==> src/rtl/reset_pkg.sv <==
// rtl/reset_pkg.sv - shared state encoding and width helper for the reset sequencer
package reset_pkg;

    typedef enum logic [2:0] {
        ST_IDLE  = 3'd0,
        ST_GAP   = 3'd1,
        ST_WAIT  = 3'd2,
        ST_RUN   = 3'd3,
        ST_FAULT = 3'd4
    } seq_state_t;

    // Bits needed to index 'value' items, never less than one bit.
    function automatic int clog2_min1(input int value);
        int w;
        w = 1;
        while ((1 << w) < value) begin
            w = w + 1;
        end
        return w;
    endfunction

endpackage

==> src/rtl/reset_sync.sv <==
// rtl/reset_sync.sv - reset synchroniser, asynchronous assert and synchronous release
module reset_sync #(
    parameter int STAGES = 2
) (
    input  logic clk,
    input  logic rst_async,
    output logic rst_sync
);

    logic [STAGES-1:0] sync_q;

    // Assert all flops at once; release ripples a zero through the chain.
    always_ff @(posedge clk or posedge rst_async) begin
        if (rst_async) begin
            sync_q <= '1;
        end else begin
            sync_q <= {sync_q[STAGES-2:0], 1'b0};
        end
    end

    assign rst_sync = sync_q[STAGES-1];

endmodule

==> src/rtl/reset_sequencer.sv <==
// rtl/reset_sequencer.sv - ordered per-stage reset release with ready handshake and timeout
module reset_sequencer
    import reset_pkg::*;
#(
    parameter int N_STAGES       = 4,
    parameter int W              = 16,
    parameter int GAP_CYCLES     = 16,
    parameter int TIMEOUT_CYCLES = 4096
) (
    input  logic                                  clk,
    input  logic                                  hw_reset,
    input  logic [N_STAGES-1:0]                   stage_ready,
    output logic [N_STAGES-1:0]                   stage_rst,
    output logic                                  sys_ready,
    output logic                                  timeout_err,
    output logic [clog2_min1(N_STAGES)-1:0]       fault_stage
);

    localparam int             KW       = clog2_min1(N_STAGES);
    localparam logic [W-1:0]   GAP_LAST = W'(GAP_CYCLES - 1);
    localparam logic [W-1:0]   TO_LAST  = W'(TIMEOUT_CYCLES - 1);
    localparam logic [KW-1:0]  K_LAST   = KW'(N_STAGES - 1);

    logic                rst_s;

    seq_state_t          state_q, state_d;
    logic [W-1:0]        gap_cnt_q, gap_cnt_d;
    logic [W-1:0]        wait_cnt_q, wait_cnt_d;
    logic [KW-1:0]       k_q, k_d;
    logic [N_STAGES-1:0] stage_rst_q, stage_rst_d;
    logic                sys_ready_q, sys_ready_d;
    logic                timeout_err_q, timeout_err_d;
    logic [KW-1:0]       fault_stage_q, fault_stage_d;

    reset_sync #(
        .STAGES    (2)
    ) u_reset_sync (
        .clk       (clk),
        .rst_async (hw_reset),
        .rst_sync  (rst_s)
    );

    // State, counters and registered outputs; everything is cleared by the synchronised reset.
    always_ff @(posedge clk or posedge rst_s) begin
        if (rst_s) begin
            state_q       <= ST_IDLE;
            gap_cnt_q     <= '0;
            wait_cnt_q    <= '0;
            k_q           <= '0;
            stage_rst_q   <= '1;
            sys_ready_q   <= 1'b0;
            timeout_err_q <= 1'b0;
            fault_stage_q <= '0;
        end else begin
            state_q       <= state_d;
            gap_cnt_q     <= gap_cnt_d;
            wait_cnt_q    <= wait_cnt_d;
            k_q           <= k_d;
            stage_rst_q   <= stage_rst_d;
            sys_ready_q   <= sys_ready_d;
            timeout_err_q <= timeout_err_d;
            fault_stage_q <= fault_stage_d;
        end
    end

    // Next-state logic: gap before each release, then wait for that stage's ready or time out.
    always_comb begin
        state_d       = state_q;
        gap_cnt_d     = gap_cnt_q;
        wait_cnt_d    = wait_cnt_q;
        k_d           = k_q;
        stage_rst_d   = stage_rst_q;
        sys_ready_d   = sys_ready_q;
        timeout_err_d = timeout_err_q;
        fault_stage_d = fault_stage_q;

        case (state_q)
            ST_IDLE: begin
                gap_cnt_d = '0;
                k_d       = '0;
                state_d   = ST_GAP;
            end

            ST_GAP: begin
                gap_cnt_d = gap_cnt_q + W'(1);
                if (gap_cnt_q == GAP_LAST) begin
                    // Only ever clear bits here, so earlier stages stay released.
                    stage_rst_d[k_q] = 1'b0;
                    wait_cnt_d       = '0;
                    state_d          = ST_WAIT;
                end
            end

            ST_WAIT: begin
                // Ready is checked before the timeout so a late-but-on-time stage still passes.
                if (stage_ready[k_q]) begin
                    if (k_q == K_LAST) begin
                        sys_ready_d = 1'b1;
                        state_d     = ST_RUN;
                    end else begin
                        k_d       = k_q + KW'(1);
                        gap_cnt_d = '0;
                        state_d   = ST_GAP;
                    end
                end else if (wait_cnt_q == TO_LAST) begin
                    stage_rst_d   = '1;
                    sys_ready_d   = 1'b0;
                    timeout_err_d = 1'b1;
                    fault_stage_d = k_q;
                    state_d       = ST_FAULT;
                end else begin
                    wait_cnt_d = wait_cnt_q + W'(1);
                end
            end

            ST_RUN: begin
                stage_rst_d = '0;
                sys_ready_d = 1'b1;
            end

            ST_FAULT: begin
                stage_rst_d = '1;
                sys_ready_d = 1'b0;
            end

            default: begin
                // Unreachable encodings fall back to a full reset of the sequence.
                stage_rst_d = '1;
                sys_ready_d = 1'b0;
                state_d     = ST_IDLE;
            end
        endcase
    end

    assign stage_rst   = stage_rst_q;
    assign sys_ready   = sys_ready_q;
    assign timeout_err = timeout_err_q;
    assign fault_stage = fault_stage_q;

endmodule
==> config.mk <==
export PLATFORM = sky130hd
export DESIGN_NAME = reset_sequencer
export DESIGN_NICKNAME = d
export VERILOG_FILES = /design/src/rtl/reset_pkg.sv /design/src/rtl/reset_sync.sv /design/src/rtl/reset_sequencer.sv
export SDC_FILE = /design/constraint.sdc
export NUM_CORES = 1
export LEC_CHECK = 0
export CAP_MARGIN = 40
export CORE_MARGIN = 2
export CORE_UTILIZATION = 25
export CTS_CLUSTER_SIZE = 20
export DETAILED_ROUTE_END_ITERATION = 16
export PLACE_DENSITY = 0.45
export SYNTH_ARGS = -nofsm -noshare
export SYNTH_HDL_FRONTEND = slang
export SYNTH_SLANG_ARGS = --single-unit
export TNS_END_PERCENT = 30
==> constraint.sdc <==
create_clock -name clk -period 2.6 [get_ports clk]
set_input_delay 0.26 -clock clk [delete_from_list [all_inputs] [get_ports clk]]
set_output_delay 0.26 -clock clk [all_outputs]
set_load 0.1 [all_outputs]
# Yosys cells after proc, flatten, opt, wreduce, memory -nomap -nowiden
# Cells that the tools add are included.
totals:
  inputBits: 6
  reg_bits: 47
  elab_cells: 76
classes:
  magnitude_cmp: 2
  reduce_logical: 14
  add_sub_neg: 3
  mux: 27
  n_eq_ne: 15
  bitwise: 6
op_table:
  columns: ["op", "n"]
  rows:
  - ["2-to-1 mux 16 bit", 5]
  - ["case mux 16 bit (3 select lines)", 1]
  - ["adder 16 x 1 -> 16 bit (second input constant)", 2]
  - ["case mux 16 bit (2 select lines)", 1]
  - ["== test 16 x 12 -> 1 bit (second input constant)", 1]
  - ["== test 16 x 4 -> 1 bit (second input constant)", 1]
  - ["case mux 4 bit (4 select lines)", 1]
  - ["AND reduction 3 bit", 5]
  - ["2-to-1 mux 4 bit", 3]
  - ["!= test 2 bit (second input constant)", 6]
  - ["case mux 3 bit (4 select lines)", 1]
  - ["2-to-1 mux 3 bit", 3]
  - ["AND reduction 4 bit", 2]
  - ["== test 3 x 2 -> 1 bit (second input constant)", 2]
  - ["2-to-1 mux 2 bit", 3]
  - ["!= test 3 bit (second input constant)", 2]
  - ["2-to-1 mux 1 bit", 5]
  - ["bitwise AND 4 bit", 1]
  - ["NOT 1 bit", 4]
  - ["NOT 4 bit", 1]
  - ["case mux 2 bit (2 select lines)", 1]
  - ["nonzero test 2 bit", 2]
  - ["OR reduction 2 bit", 2]
  - ["== test 3 x 1 -> 1 bit (second input constant)", 1]
  - ["11 further kinds", 11]

# Longest topological paths before layout
logic_depth:
  ltp_word: 8
  mapped_depth: 7

# Modules after synthesis
# From an unflattened synthesis, not the netlist that was laid out.
unflattened:
  hier_cells: 287
  hier_area_um2: 2622.5
by_module_without_submodules:
  columns: ["mod", "n_inst", "cells_per_inst", "area_each_um2"]
  rows:
  - ["reset_sequencer", 1, 283, 2562.5]
  - ["reset_sync", 1, 4, 60.1]

# Least setup slack after synthesis
# Ideal clock, no wire load.
synth_path:
  path_kind: "register to register"
  startpoint: "register wait_cnt_q[0]"
  endpoint: "register wait_cnt_q[13]"
  required_time_ns: 2.476
  path_stages_with_launch: 7
  path_slack_ns: 0.694
  t_arrival_ns: 1.782
  cell_sequence: "dfrtp_1 ha_1 nand3_2 or4_4 o21ai_2 nor3_1 a211o_1"
synth_between:
  elab_chain_cells: 4
synth_lines:
  columns: ["item", "line", "rtl"]
  rows:
  - ["start, declared", "reset_sequencer.sv:28", "logic [W-1:0] wait_cnt_q, wait_cnt_d;"]
  - ["start signal, assigned", "reset_sequencer.sv:57", "wait_cnt_q <= wait_cnt_d;"]
  - ["adder 16 x 1 -> 16 bit", "reset_sequencer.sv:112", "wait_cnt_d = wait_cnt_q + W'(1);"]
  - ["2-to-1 mux 16 bit", "reset_sequencer.sv:105", "end else if (wait_cnt_q == TO_LAST) begin"]
  - ["2-to-1 mux 16 bit", "reset_sequencer.sv:96", "if (stage_ready[k_q]) begin"]
  - ["case mux 16 bit (2 select lines)", "reset_sequencer.sv:77", "case (state_q)"]
# Parallel ways exist; a longest one is shown, timed or not. The select of a mux whose other input is x is not followed.
# A chain may end at the register's enable or synchronous reset.

# Final worst setup path
layout_path:
  startpoint: "register wait_cnt_q[0]"
  endpoint: "register wait_cnt_q[15]"
# Same word-level chain as after synthesis.

==> impl_metrics.ini <==
[run_status]
status = completed

[placement]
pre_cts_slack_ps = 282
place.port_buffers = 13
gp_congestion = 0.762
hpwlAfterDp_um = 3910

[routing]
vias = 2018
dr.pass1.iters = 4
via_per_inst = 4.84
drt_wl_total_um = 5630
antenna_left = 0
drt-wirelength-per-cell_um = 13.5
route.detailed.drc = 0
drt-initial-drc-count = 76

[timing]
tightest_slew_ps = 723
setup_violations = 0
slew_violations = 0
fin_crit_ps = 2180
final.setup.tns_ps = 0
hold_violations = 0
hold_ws_ps = 219
setup_slack_ps = 421
finalClockSkew_ps = 4.16
fmax_mhz = 459
relSlewSlack = 0.514
period_share = 0.838
rsz0062_at_grt = no

[flow_run]
maxCapViolCount = 0

[pwr]
p_leak_nw = 1.20
p_per_area_nw_per_um2 = 479
max-vdd-ir-drop_v = 0.000247

[critical_path]
path_delay_family = simple AND/OR/NAND/NOR gates
endpoint_kind = flip-flop
worst_ep_required_time_ps = 2790
critical_path.max_fanout = 5
rrSetupSlack_ps = 420
cpMaxStageDelayCell = or4_4
slowest_delay_ps = 560
criticalPathCategory = reg -> reg
worst_setup_path_start_kind = flip-flop
critPathArrivalTime_ps = 2370
crit_buf_inv = 0
crit_chain = ha_1 > nand3_2 > or4_4 > o21ai_2 > nor3_1 > a211o_1

[yosys]
syn_nets = 276
synth_seq_cells = 47
synthArstFlopShare = 1.00
yosysUniqueCellTypes = 50
synth.avg_cell_area_um2 = 9.75
yosys-top-cells-area = dfrtp_1 (40%), dfstp_2 (6.1%), xnor2_1 (3.4%)
synth_top_flop_cell = dfrtp_1
syn-cell-area_um2 = 2570
yosysTopAreaCell = dfrtp_1
syn_inst = 264
synth_seq_area_share = 0.460
synth_top_area_share = 0.399
yosysWarnings = 0
synth-edff-count = 0

[clocking]
cts_inserted_buffers = 5
cts_sinks = 47
cts_hold_buf = 0
cts_resized = 0
root_buffer = clkbuf_8
cts_max_level = 2
clkLatencyLatePin_ps = 290
clk_pin_slew_ps = 90
cts_tree = yes
post-cts-setup-buffers = 0
clockBufferDepth = 2

[floorplanning]
initial_core_util = 0.254
rows = 37
core-area_um2 = 10100
fp.dieH_um = 105
die_w_um = 105
io_pins = 14
dieArea_um2 = 11100

[global_routing]
grt_antenna_before_repair = 0
grt_first_pass_wirelength_um = 9640
grt_use_total = 0.108
gr-total-overflow = 0
grt_pass1_vias = 1931
grt_max_degree = 32

[finish]
antenna_cells = 0
fin_util = 0.291
final_common_cell = dfrtp_1
drive_gt1_frac = 0.164
final_cell_mix = dfrtp_1 (41), nand2_1 (20), o21ai_0 (17)
fin_nets = 292
area_delta_synth_final_pct = 14.7

[min_path]
hold_path_class = reg -> async
==> final cells by class <==
| cell class | count | area [um^2] |
|---|---|---|
| fill | 1067 | 7190 |
| multi-input combinational | 195 | 1280 |
| sequential | 47 | 1180 |
| timing repair buffer | 20 | 175 |
| tap | 136 | 170 |
| clock buffer | 8 | 100 |
| inverter | 11 | 41.3 |
==> cells in the mapped netlist (all sizes together) (9+ instances only) <==
cell	count
o21ai	19
xnor2	10
a31oi	13
nor2	16
nand3	17
nor4	11
a21oi	12
nand2	20
nor3	11
inv	11
nand2b	9
dfrtp	41
==> kinds of logic (layout without fill, tap and decap cells) <==
family	Yosys count	after routing	share of synthesized area
AO/OA/AOI/OAI	64	64	0.174
AND/OR/NAND/NOR	110	110	0.240
multiplexers	4	4	0.0204
adder cells (fa/ha/maj)	6	6	0.0292
other	1	1	0.00146
buffers and inverters	22	39	0.0418
flip-flops	47	47	0.460
XOR/XNOR	10	10	0.0340
==> layer usage <==
layer	global-route usage	up-vias	routed length, um
li1	-	995	-
met3	0.0216	9	170
met1	0.148	986	2760
met5	0	-	0
met2	0.169	28	2610
met4	0.0362	0	81
==> through the flow <==
stage	instance area, um^2	power [mW]	std cells
CTS	2950	1.45	417
detailed placement	2850	0.948	409
floorplan	2570	0.902	264
global placement	2830	0.942	408
global route	2950	1.50	417
finish	2950	1.41	417
==> final timing paths <==
| kind | start | end | cells after the start |
|---|---|---|---|
| max reg2reg | wait_cnt_q[0] | wait_cnt_q[15] | 6 |
| max in group asynchronous | u_reset_sync.sync_q[1] | wait_cnt_q[4] | 2 |
| max | wait_cnt_q[0] | wait_cnt_q[15] | 6 |
| min in group clk | u_reset_sync.sync_q[0] | u_reset_sync.sync_q[1] | 0 |
| min reg2reg | u_reset_sync.sync_q[1] | gap_cnt_q[1] | 1 |
| min | u_reset_sync.sync_q[1] | gap_cnt_q[1] | 1 |
==> report_power, final <==
part,switching (mW),internal [mW],leakage (nW)
Clock,0.239,0.243,0.0515
Sequential,0.0449,0.769,0.605
Combinational,0.0653,0.0523,0.540
==> registers in the layout (all words and copies together) (netlist names) <==
signal and flops:
k_q 2, timeout_err 1, sys_ready 1, gap_cnt_q 16, stage_rst 4, u_reset_sync.sync_q 2, fault_stage 2, state_q 3
wait_cnt_q 16
Power figures use the tool's default switching activity.
